==> config.mk <==
export PLATFORM = sky130hd
export DESIGN_NAME = systolic_sequencer
export DESIGN_NICKNAME = d
export VERILOG_FILES = /design/src/rtl/systolic_sequencer.sv
export SDC_FILE = /design/constraint.sdc
export NUM_CORES = 1
export LEC_CHECK = 0
export ABC_AREA = 0
export ABC_CLOCK_PERIOD_IN_PS = 3000
export CORE_AREA = 3 3 56 58
export CTS_BUF_LIST = sky130_fd_sc_hd__clkbuf_8
export DETAILED_ROUTE_END_ITERATION = 10
export DIE_AREA = 0 0 59 61
export GPL_TIMING_DRIVEN = 1
export HOLD_SLACK_MARGIN = 0.15
export SYNTH_ARGS = -nofsm -noshare
export SYNTH_HDL_FRONTEND = slang
export SYNTH_SLANG_ARGS = --single-unit
==> constraint.sdc <==
create_clock -name clk -period 3 [get_ports clk]
set_clock_uncertainty 0.1 [all_clocks]
set_input_delay 0.6 -clock clk [delete_from_list [all_inputs] [get_ports clk]]
set_output_delay 0.6 -clock clk [all_outputs]
set_load 0.02 [all_outputs]
==> src/rtl/systolic_sequencer.sv <==
// systolic_sequencer: control FSM for the 3x3 weight-stationary systolic datapath.
// Preloads the weights (unless reusable), then runs four feature passes, one per
// 2x2 output tile, waiting for loader done flags plus a fixed drain interval.
// Optional feature: define SYSSEQ_WATCHDOG_EN to add a per-phase load watchdog
// that moves the sequencer to a sticky ERR state on timeout.
module systolic_sequencer #(
    parameter int FEAT_BASE      = 9,
    parameter int IMG_W          = 4,
    parameter int DRAIN_CYCLES   = 5,
    parameter int TIMEOUT_CYCLES = 64
) (
    input  logic       clk,
    input  logic       rst,
    input  logic       start,
    input  logic       skip_weights,
    input  logic       is_WL_done,
    input  logic       is_FL_done,
    output logic       weight_preloader_en,
    output logic       feature_loader_en,
    output logic [5:0] feature_baseaddr,
    output logic       mode,
    output logic [1:0] c_sel,
    output logic       busy,
    output logic       done,
    output logic       tile_valid,
    output logic [1:0] tile_idx,
    output logic       err
);

    typedef enum logic [2:0] {
        S_IDLE, S_LOAD_W, S_LOAD_F, S_DRAIN, S_DONE, S_ERR
    } state_t;

    localparam logic [5:0] FB6 = 6'(FEAT_BASE);
    localparam logic [5:0] IW6 = 6'(IMG_W);
    localparam logic [3:0] DRAIN_LD = 4'(DRAIN_CYCLES);

    state_t     state, state_nxt;
    logic [1:0] tile, tile_nxt;
    logic [3:0] drain_cnt, drain_nxt;
    logic       weights_loaded, wl_nxt;
    logic       wd_timeout;

    // next-cycle values of the registered outputs
    logic       wp_en_d, fl_en_d, mode_d, busy_d, done_d, tv_d, err_d;
    logic [5:0] addr_d;
    logic [1:0] c_sel_d;

`ifdef SYSSEQ_WATCHDOG_EN
    logic [6:0] wd_cnt;

    // watchdog: restart on every phase change, count cycles spent waiting in a load phase
    always_ff @(posedge clk) begin
        if (rst)
            wd_cnt <= '0;
        else if (state_nxt != state)
            wd_cnt <= '0;
        else if (state == S_LOAD_W || state == S_LOAD_F)
            wd_cnt <= wd_cnt + 7'd1;
    end

    assign wd_timeout = (wd_cnt == 7'(TIMEOUT_CYCLES - 1));
`else
    assign wd_timeout = 1'b0;
`endif

    // state register plus tile, drain counter and weight-reuse flag
    always_ff @(posedge clk) begin
        if (rst) begin
            state          <= S_IDLE;
            tile           <= '0;
            drain_cnt      <= '0;
            weights_loaded <= 1'b0;
        end else begin
            state          <= state_nxt;
            tile           <= tile_nxt;
            drain_cnt      <= drain_nxt;
            weights_loaded <= wl_nxt;
        end
    end

    // next-state logic; done flags only matter in their own load state
    always_comb begin
        state_nxt = state;
        tile_nxt  = tile;
        drain_nxt = drain_cnt;
        wl_nxt    = weights_loaded;
        case (state)
            S_IDLE, S_ERR: begin
                if (start) begin
                    tile_nxt  = 2'd0;
                    state_nxt = (skip_weights && weights_loaded) ? S_LOAD_F : S_LOAD_W;
                end
            end
            S_LOAD_W: begin
                if (is_WL_done) begin
                    wl_nxt    = 1'b1;
                    state_nxt = S_LOAD_F;
                end else if (wd_timeout) begin
                    state_nxt = S_ERR;
                end
            end
            S_LOAD_F: begin
                if (is_FL_done) begin
                    drain_nxt = DRAIN_LD;
                    state_nxt = S_DRAIN;
                end else if (wd_timeout) begin
                    state_nxt = S_ERR;
                end
            end
            S_DRAIN: begin
                if (drain_cnt == 4'd0) begin
                    if (tile == 2'd3) begin
                        state_nxt = S_DONE;
                    end else begin
                        tile_nxt  = tile + 2'd1;
                        state_nxt = S_LOAD_F;
                    end
                end else begin
                    drain_nxt = drain_cnt - 4'd1;
                end
            end
            S_DONE:  state_nxt = S_IDLE;
            default: state_nxt = S_IDLE;
        endcase
        // a retry after a fault must never trust the old weights
        if (state_nxt == S_ERR)
            wl_nxt = 1'b0;
    end

    // output decode from the next state so every output comes straight off a flop
    always_comb begin
        wp_en_d = (state_nxt == S_LOAD_W);
        fl_en_d = (state_nxt == S_LOAD_F);
        mode_d  = (state_nxt == S_LOAD_F) || (state_nxt == S_DRAIN);
        busy_d  = (state_nxt != S_IDLE) && (state_nxt != S_ERR);
        done_d  = (state_nxt == S_DONE);
        tv_d    = (state_nxt == S_DRAIN) && (drain_nxt == 4'd0);
        c_sel_d = c_sel;
        addr_d  = feature_baseaddr;
        if (state_nxt == S_LOAD_F) begin
            c_sel_d = tile_nxt;
            addr_d  = FB6 + (tile_nxt[1] ? IW6 : 6'd0) + {5'd0, tile_nxt[0]};
        end
`ifdef SYSSEQ_WATCHDOG_EN
        err_d = (state_nxt == S_ERR);
`else
        err_d = 1'b0;
`endif
    end

    // output registers
    always_ff @(posedge clk) begin
        if (rst) begin
            weight_preloader_en <= 1'b0;
            feature_loader_en   <= 1'b0;
            feature_baseaddr    <= '0;
            mode                <= 1'b0;
            c_sel               <= '0;
            busy                <= 1'b0;
            done                <= 1'b0;
            tile_valid          <= 1'b0;
            err                 <= 1'b0;
        end else begin
            weight_preloader_en <= wp_en_d;
            feature_loader_en   <= fl_en_d;
            feature_baseaddr    <= addr_d;
            mode                <= mode_d;
            c_sel               <= c_sel_d;
            busy                <= busy_d;
            done                <= done_d;
            tile_valid          <= tv_d;
            err                 <= err_d;
        end
    end

    // tile is itself a register, so the index output is registered as well
    assign tile_idx = tile;

endmodule
# ---- After elaboration in Yosys (flattened, before gate mapping)
# Cells that the tools add are included.
dict set report totals {
  out_inout_bits 17
  reg_bits 24
  input_bits 6
  word_cells 53
}
dict set report op_classes {
  n_eq_ne 11
  n_reduce_logical 11
  muxes 15
  addsub 4
}
# operator n
set op_table {}
lappend op_table {{two-way mux 3 bit} 6}
lappend op_table {{equality test 3 x 2 -> 1 bit, second input constant} 4}
lappend op_table {{case mux 3 bit (4 select lines)} 1}
lappend op_table {{equality test 3 bit, second input constant} 3}
lappend op_table {{logical NOT 4 bit} 2}
lappend op_table {{two-way mux 2 bit} 4}
lappend op_table {{two-way mux 4 bit} 2}
lappend op_table {{case mux 4 bit (2 select lines)} 1}
lappend op_table {{adder 5 x 1 -> 6 bit} 1}
lappend op_table {{equality test 3 x 1 -> 1 bit, second input constant} 2}
lappend op_table {{adder 4 x 3 -> 5 bit, first input constant} 1}
lappend op_table {{case mux 2 bit (2 select lines)} 1}
lappend op_table {{OR reduction 2 bit} 2}
lappend op_table {{subtractor 4 x 1 -> 4 bit, second input constant} 1}
lappend op_table {{logical AND 1 bit} 3}
lappend op_table {{logical NOT 3 bit} 1}
lappend op_table {{inequality test 3 bit, second input constant} 1}
lappend op_table {{nonzero test 3 bit} 1}
lappend op_table {{adder 2 x 1 -> 2 bit, second input constant} 1}
lappend op_table {{equality test 2 bit, second input constant} 1}
lappend op_table {{AND reduction 2 bit} 1}
lappend op_table {{logical OR 1 bit} 1}

# ---- Longest topological paths before layout
# Gate-level depths: netlist of run 1.
dict set report depth {
  depth_word 7
  depth_mapped 7
}

# ---- Least setup slack after synthesis of run 1
# Ideal clock, no wire load.
dict set report synth_timing {
  path_kind {reg-to-reg}
  startpoint {reg drain_cnt[0]}
  endpoint {reg feature_baseaddr[2]}
  required_ns 2.829
  path_stages_with_launch 7
  arrival_ns 1.759
  n_path_buf 0
  setup_slack_ns 1.070
  path_cell_list {dfxtp_1 -> inv_1 -> ha_1 -> nor3b_2 -> o221ai_2 -> or4_1 -> a21oi_1}
}
dict set report synth_via {
  elab_chain_cells 6
  elab_cells_between_ends 9
}
# element line
set synth_rtl {}
lappend synth_rtl {{start, declared} 40} ;# logic [3:0] drain_cnt, drain_nxt;
lappend synth_rtl {{start signal, assigned} 77} ;# drain_cnt <= drain_nxt;
lappend synth_rtl {{logical NOT 4 bit *} 112} ;# if (drain_cnt == 4'd0) begin
lappend synth_rtl {{two-way mux 2 bit} 112}
lappend synth_rtl {{case mux 2 bit (2 select lines)} 88} ;# case (state)
lappend synth_rtl {{two-way mux 3 bit} 143} ;# addr_d = FB6 + (tile_nxt[1] ? IW6 : 6'd0) + {5'd0, tile_nxt[0]};
lappend synth_rtl {{adder 4 x 3 -> 5 bit} 143}
lappend synth_rtl {{adder 5 x 1 -> 6 bit} 143}
lappend synth_rtl {{end signal, assigned} 167} ;# feature_baseaddr <= addr_d;
lappend synth_rtl {{end, declared} 20} ;# output logic [5:0] feature_baseaddr,
# Every way passes the cells marked *; elsewhere a longest branch is shown, timed or not.
# A chain may end at the register's enable or synchronous reset.

# ---- Final worst setup path of run 1
dict set report layout_timing {
  startpoint {in start}
  endpoint {reg feature_baseaddr[2]}
}
dict set report layout_via {
  elab_chain_cells 5
  elab_cells_between_ends 8
}
# element line
set layout_rtl {}
lappend layout_rtl {{start, declared} 14} ;# input logic start,
lappend layout_rtl {{two-way mux 2 bit} 90} ;# if (start) begin
lappend layout_rtl {{case mux 2 bit (2 select lines)} 88}
lappend layout_rtl {{two-way mux 3 bit} 143}
lappend layout_rtl {{adder 4 x 3 -> 5 bit} 143}
lappend layout_rtl {{adder 5 x 1 -> 6 bit} 143}
# Several ways; a longest one is shown, not always the timed one.

==> results of run 1 <==
==> worst register-to-register path, stage by stage (launching register included) <==
cell and delay [ps]:
dfxtp_1 350, inv_1 120, ha_1 270, nor3b_2 400
nand3_1 240, o21ai_2 330, nor3_1 110, o21a_1 200
==> power by group through the flow <==
stage | clock network, mW | logic (mW) | registers (mW)
5_1_grt | 0.290 | 0.204 | 0.315
6_report | 0.274 | 0.183 | 0.311
3_3_place_gp | 0 | 0.182 | 0.317
4_1_cts | 0.281 | 0.184 | 0.311
3_5_place_dp | 0 | 0.183 | 0.318
2_1_floorplan | 0 | 0.128 | 0.322
==> final timing paths <==
path,end,slack (ps),startpoint
worst max register to register,c_sel[0],790,drain_cnt[0]
worst max-delay path,feature_baseaddr[2],770,start
worst min register to register,feature_baseaddr[3],380,feature_baseaddr[3]
worst min-delay path,feature_baseaddr[3],380,feature_baseaddr[3]
==> kinds of logic (layout without fill, tap and decap cells) <==
logic type / Yosys count / in the layout / share of synthesized area, %
fa+ha+maj: 1 / 1 / 1.20
mux: 3 / 3 / 3.48
compound gates: 32 / 32 / 24.0
simple gates: 45 / 45 / 22.9
flops: 20 / 20 / 38.4
xor+xnor: 2 / 2 / 1.68
buf+inv: 14 / 28 / 8.03
other cells: 1 / 3 / 0.359
==> state kept, by name, indices dropped and copies added, names as in the netlist <==
register and count:
weights_loaded 1, busy 1, mode 1, feature_baseaddr 3, weight_preloader_en 1, done 1
tile_idx 2, c_sel 1, tile_valid 1, state 3, drain_cnt 4, feature_loader_en 1
==> layer usage <==
| metal | track usage [%] | up-vias | share of wire, % |
|---|---|---|---|
| li1 | - | 460 | - |
| met1 | 18.2 | 407 | 50 |
| met2 | 20.7 | 23 | 42 |
| met3 | 3.19 | 9 | 4.4 |
| met4 | 10.0 | 0 | 3.5 |
| met5 | 0 | - | 0 |
==> Yosys cell counts, types with 2 or more instances <==
cell type  count  area (um^2)
o22a_1         2         17.5
o21a_1         3         22.5
nand3_1        2         10.0
dfxtp_1       20          400
o21ai_0        6         30.0
nand3b_1       2         15.0
and2_1         2         12.5
buf_4          6         45.0
inv_1          5         18.8
nand2b_1       2         12.5
nand2_1        8         30.0
nor2_1        13         48.8
nor3_1         7         35.0
a21oi_1        5         25.0
==> area by class of cell <==
class	instances	share of cell area [%]
inverter	5	1.46
timing repair buffer	19	14.8
clock inverter	1	2.33
clock buffer	3	3.21
tap	31	3.02
sequential	20	31.1
multi-input combinational	86	44.1
==> metrics.txt, run 1 <==
Mapped Cells roughly 120; Clock Latency Late Sink between 200 and 300 ps; starting density of the core approximately two fifths; Switch Pwr between 200 and 250 uW; Worst setup SP type input port; CTS Sinks 20; largest net degree at the start of global routing 16; CP required 3090 ps; Critical Path AT between 2000 and 2500 ps; fin crit share roughly 74%; Final Hold Viols 0; Max clock buf depth 2; Cell Area, Placed approximately 1200 um^2; number of flops mapped to enable cells by yosys 0; post_cts resized 0; sequential power share 40.5%; synthesized area ~1000 um^2; Clk pwr share 35.7%; CP cell instances clkdlybuf4s50_1, mux2_4, o2111ai_2, o221ai_2, or4_1, a21oi_1; IO Pins 23; status finished clean; fraction of layout cells with a size suffix above 1 10.4%; Synth Warn # 0; r2r worst-path depth 7; IO buf count 19; post-route insts no fill 165; number of cells on the critical path 6; Final min period 2230 ps; MaxCap Viol Count 0; Pwr per Cell Area approximately 600 nW/um^2; post-detail-place hpwl between 1500 and 2000 um; total grt overflow 0; Tot Pwr a little under 800 uW; Slew Limit Fails 0; WHS Path Cells 2; Nets approximately 140; first-pass GRT wire length ~3800 um; Post-CTS Hold Buffers 0; Unique masters post-synth 49; routed vias ~900; crit path kind in2reg; register area share after synthesis between 30% and 40%; vias in the first global route approximately 840; switch share around 28%; CTS tree done; Layout area overhead 23.3%; post-synthesis average cell area around 8.8 um^2; initial antenna violation count 0; DRT iter0 DRCs 26; CTS Buf Count 3; Crit-path slowest cell or4_1; max incr delay on CP 550 ps; FF+latch area approximately 400 um^2; DIE AREA 3600 um^2; cell area after layout between 1000 and 1500 um^2; crit-path leading delay family simple AND/OR/NAND/NOR gates; Post-route DRC 0; drt pass-1 iters 4; Antenna diodes 0; Worst Hold Class reg2reg; area occupied by multi-input gates roughly 570 um^2; Synth Register Bits 20; Cell Rows 19; clock transition at the registers of the reported paths 80 ps; Pint roughly 550 uW; overall routing resource usage between 10% and 20%; Die Ht between 60 and 70 um; final setup margin slightly below 800 ps; routed len/inst between 10 and 15 um; fin util between 40% and 50%; dpl cells between 150 and 200; Die Wd 59 um; Max Clk Rate roughly 450 MHz; DRT Wirelength approximately 2300 um; leakage 0.452 nW; Placer Congestion between 0.8 and 0.9; worst vdd ir about 0.32 mV; most frequent cells in the layout dfxtp_1, clkdlybuf4s50_1, nor2_1, nand2_1, nor3_1; Hold WS 376 ps; core area 2710 um^2; Buffers & Inverters on Critical Path 1; pre-CTS WS around 520 ps; CP max FO 6; htree depth 1; ys async rst share 0%; ys flop type dfxtp_1; Comb pwr share 23.8%; routed vias/inst 5.45; crit end category flip-flop; RSZ-0062 raised after global routing false; setup violators final 0; postcts setup bufs 0; CTS root buffer clkbuf_8; Slew @ Worst Pin slightly below 600 ps; Slew HR about three fifths; most common cell after layout, fill and taps aside dfxtp_1; post-route ant nets 0; setup TNS 0 ps; Filler Cell Count 275
Note: power is estimated with default switching activity, not from simulation.
==> run 2, diff against run 1 <==
ABC_CLOCK_PERIOD_IN_PS = 2000   (was 3000)
PLACE_DENSITY = 0.65   (was unset)
clock period = 2 ns   (was 3 ns; I/O delays follow)
==> metrics.txt, run 2 (synthesized netlist as in run 1, its figures left out) <==
Max clock buf depth 2; Most flops, register drain_cnt; crit end category flip-flop; Crit-path slowest cell or4_1; drt pass-1 iters 5; CTS root buffer clkbuf_8; max reg flops 4; WHS Path Cells 2; CTS Sinks 20; overall routing resource usage between 15 and 20%; post-route insts no fill around 180; routed vias about 980; DRT Wirelength between 2000 and 3000 um; Pwr per Cell Area 854 nW/um^2; post-detail-place hpwl roughly 1900 um; worst vdd ir between 0.6 and 0.7 mV; Die Wd slightly below 60 um; clock transition at the registers of the reported paths roughly 80 ps; most common cell after layout, fill and taps aside dfxtp_1; Critical Path AT about 2000 ps; CTS tree done; leakage 0.546 nW; Hold Path End feature_baseaddr[3]; first-pass GRT wire length approximately 4300 um; DIE AREA about 3600 um^2; max incr delay on CP 420 ps; starting density of the core approximately 39%; CTS Buf Count 3; total grt overflow 0; IO Pins 23; htree depth 1; Worst setup SP type flip-flop; Slew Limit Fails 0; CP max FO 4; routed len/inst roughly 14 um; pre-CTS WS -245 ps; MaxCap Viol Count 0; DRT iter0 DRCs 17; Clock Latency Late Sink approximately 260 ps; Reg-to-Reg End feature_baseaddr[2]; Final min period about 1900 ps; Post-route DRC 0; Cell Rows 19; Layout area overhead 39.9%; initial antenna violation count 0; crit-path leading delay family simple AND/OR/NAND/NOR gates; Placer Congestion 0.763; r2r worst-path depth 7; status finished clean; r2r startpoint drain_cnt[1]; IO buf count 19; Antenna diodes 0; Buffers & Inverters on Critical Path 1; most frequent cells in the layout dfxtp_1, clkdlybuf4s50_1, buf_4, nor2_1, nand2_1; setup TNS 0 ps; biggest regs drain_cnt: 4 flops, feature_baseaddr: 3 flops, state: 3 flops; CP required approximately 2100 ps; core area about 2700 um^2; Worst Hold Class reg2reg; Nets between 150 and 200; routed vias/inst roughly 5.4; Final Hold Viols 0; fraction of layout cells with a size suffix above 1 approximately a quarter; dpl cells roughly 180; Tot Pwr around 1.2 mW; crit path kind reg2reg; largest net degree at the start of global routing 14; Die Ht 61 um; RSZ-0062 raised after global routing false; setup violators final 0; final setup margin roughly 110 ps; post-route ant nets 0; vias in the first global route ~940; CP cell instances inv_1, ha_4, or3b_4, nor2_1, a21oi_1, or4_1, a21oi_2; Max Clk Rate between 500 and 600 MHz; Reg2Reg Setup Slack about 110 ps; fin crit share a little over nine tenths; HP Start feature_baseaddr[3]; Filler Cell Count between 200 and 300
## run 2: cell count changes in the layout (fill, tap and decap cells not counted), sizes merged
| cell | before | now |
|---|---|---|
| clkdlybuf4s50 | 19 | 18 |
| dlymetal6s2s | 0 | 1 |
| buf | 0 | 17 |
## run 2: worst max path at each step
| stage | from | endpoint | slack (ps) | cells past startpoint |
|---|---|---|---|---|
| CTS | drain_cnt[1] | done | 5 | 7 |
| floorplan | drain_cnt[0] | feature_baseaddr[2] | 70 | 6 |
| global placement | start | feature_baseaddr[2] | -190 | 6 |
| global route | drain_cnt[1] | c_sel[0] | 20 | 7 |
| detailed placement | start | feature_baseaddr[2] | -240 | 6 |
| finish | drain_cnt[1] | feature_baseaddr[2] | 110 | 7 |
## run 2: area by class of cell
cell class / count / area [um^2] / area share (%)
Tap cell: 31 / 38.8 / 2.66
Clock inverter: 1 / 30.0 / 2.06
Sequential cell: 20 / 402 / 27.5
Clock buffer: 3 / 41.3 / 2.83
Timing Repair Buffer: 36 / 320 / 21.9
Inverter: 5 / 18.8 / 1.29
Multi-Input combinational cell: 86 / 609 / 41.7
## run 2: per-stage QoR
step	cell area (um^2)	util (%)	hold WS (ps)
after floorplan	1050	-	372
after global placement	1330	49.0	358
after detailed placement	1330	49.0	358
after CTS	1420	52.4	387
after global routing	1460	53.9	446
final	1460	53.9	378
## run 2: metal layers
| layer | vias to the layer above | share of wire [%] | wire length [um] | global-route usage (%) |
|---|---|---|---|---|
| li1 | 488 | - | - | - |
| met1 | 456 | 45 | 1170 | 20.7 |
| met4 | 0 | 0.88 | 23 | 5.83 |
| met2 | 28 | 50 | 1290 | 25.6 |
| met5 | - | 0 | 0 | 0 |
| met3 | 4 | 4.9 | 127 | 3.40 |
## run 2: where the power goes
part           switching [mW]  total [mW]  leakage (nW)  internal [mW]
Sequential             0.0285       0.459         0.164          0.431
Combinational           0.186       0.383         0.347          0.197
Clock                   0.137       0.404        0.0357          0.267
## run 2: worst reg2reg max path: stages, from the launching register on
cell and delay, ps:
dfxtp_1 330, inv_1 110, ha_4 160, or3b_4 400, nor2_1 90, a21oi_1 100
or4_1 420, a21oi_2 120
## run 2: repair_timing
action                                  in CTS  in global routing
endpoints found under the setup margin       6                  7
hold buffers                                 0                  0
gates cloned                                 0                  0
resized for setup                            1                  9
buffers inserted                             2                  0
==> run 3, diff against run 2 <==
CORE_AREA = 3 3 52 54   (was 3 3 56 58)
CTS_CLUSTER_SIZE = 16   (was unset)
DIE_AREA = 0 0 55 57   (was 0 0 59 61)
PLACE_DENSITY = 0.74   (was 0.65)
==> metrics.txt, run 3 (synthesized netlist as in run 1, its figures left out) <==
status finished clean; met1 usage between 20% and 30%; Post-CTS Hold Buffers 0; post-route ant nets 0; GR peak layer met2; CTS Sinks 20; IO Pins 23; largest net degree at the start of global routing 12; Comb pwr share about a third; first-pass GRT wire length between 4000 and 5000 um; max incr delay on CP about 550 ps; dpl cells around 170; Critical Path AT 2060 ps; Tot Pwr 1.10 mW; IO buf count 19; overall routing resource usage a little under a fifth; fraction of layout cells with a size suffix above 1 a little over a quarter; DRT iter0 DRCs 32; RSZ-0062 raised after global routing true; setup TNS 0 ps; starting density of the core around 46%; Pwr per Cell Area between 700 and 800 nW/um^2; Max Clk Rate 509 MHz; htree depth 1; routed vias around 1000; leakage around 0.53 nW; CP max FO 5; Switch Pwr 343 uW; MaxCap Viol Count 0; Layout area overhead 35.7%; crit end category flip-flop; post-route insts no fill approximately 180; routed vias/inst 5.55; Slew Limit Fails 0; r2r worst-path depth 7; DRT Wirelength 2700 um; initial antenna violation count 0; Most flops, register drain_cnt; post-detail-place hpwl just under 2000 um; Clk pwr share a little under a quarter; vias in the first global route approximately 950; Post-route DRC 0; Crit-path slowest cell or4_4; clock transition at the registers of the reported paths roughly 70 ps; Final min period about 2000 ps; crit-path leading delay family simple AND/OR/NAND/NOR gates; fin crit share a little over nine tenths; Worst Hold Class reg2reg; CP cell instances inv_2, ha_2, nor3b_4, buf_4, o221ai_2, or4_4, a21oi_2; Pint 753 uW; number of cells on the critical path 7; CP required between 2000 and 2500 ps; Clock Latency Late Sink 260 ps; Cell Rows 17; CTS tree done; HP Start feature_baseaddr[3]; max reg flops 4; routed len/inst between 15 and 20 um; WHS Path Cells 2; Placer Congestion 0.802; Worst Setup SP drain_cnt[1]; Die Wd 55 um; Die Ht between 50 and 60 um; CTS Buf Count 3; Nets between 150 and 200; crit path kind reg2reg; CTS root buffer clkbuf_8; Max clock buf depth 2; drt pass-1 iters 5; r2r startpoint drain_cnt[1]; Buffers & Inverters on Critical Path 2; Antenna diodes 0; DIE AREA 3140 um^2; total grt overflow 0; met2 Use GR a little under a third; Worst setup SP type flip-flop; most frequent cells in the layout clkdlybuf4s50_1, dfxtp_1, buf_4, nor2_1, nand2_1; Final Hold Viols 0; met3 global-route usage 6.27%; worst vdd ir 0.607 mV; core area between 2000 and 2500 um^2; sequential power share between 40% and 50%; switch share between 30% and 40%; setup violators final 0; most common cell after layout, fill and taps aside clkdlybuf4s50_1; biggest regs drain_cnt: 4 flops, feature_baseaddr: 3 flops, state: 3 flops
==> run 3: changes by cell type in the layout (fill, tap and decap cells not counted), sizes merged <==
cell / before / now
buf: 17 / 16
bufinv: 1 / 0
==> run 3: stage by stage <==
stage                     utilization (%)  hold slack [ps]  cell area, um^2  setup WS (ps)
after floorplan                         -              372             1050           70.4
after global placement               58.4              352             1320           -185
after detailed placement             58.4              367             1320           -241
after CTS                            60.8              387             1370      -0.000888
after global routing                 62.8              403             1420          -10.1
final                                62.8              383             1420           35.9
==> run 3: power groups by stage <==
| stage | clock (mW) | sequential [mW] | combinational, mW |
|---|---|---|---|
| floorplan | 0 | 0.482 | 0.192 |
| global placement | 0 | 0.469 | 0.329 |
| detailed placement | 0 | 0.471 | 0.338 |
| CTS | 0.260 | 0.464 | 0.354 |
| global route | 0.279 | 0.471 | 0.400 |
| finish | 0.256 | 0.466 | 0.374 |
==> run 3: path summary, 6_finish.rpt <==
check,endpoint,slack [ps]
setup reg to reg,feature_baseaddr[2],40
hold reg to reg,feature_baseaddr[3],380
hold / removal,feature_baseaddr[3],380
setup / recovery,feature_baseaddr[2],40
==> run 3: final cells by class <==
type                    instances  area, um^2
inverters                       5        18.8
repair buffers                 35         313
flip-flops and latches         20         404
multi-input cells              86         604
fillers                       200         838
clock buffers                   3        41.3
well taps                      28        35.0
==> run 3: what timing repair did <==
item / 4_1_cts / 5_1_grt
cloned: 0 / 0
buffers inserted: 1 / 1
gates resized for setup: 1 / 12
endpoints found under the setup margin: 5 / 5
pin swaps: 0 / 1
==> run 3: per-layer routing <==
metal  share of wire, %  vias to the layer above
met5                  0                        -
met4               0.26                        0
met3                4.7                        3
met2                 54                       26
met1                 41                      471
li1                   -                      483
==> run 3: worst reg2reg max path, cell delays in order (launching register included) <==
cell      delay, ps
dfxtp_2         330
inv_2            50
ha_2            170
nor3b_4         310
buf_4           180
o221ai_2         90
or4_4           550
a21oi_2         120
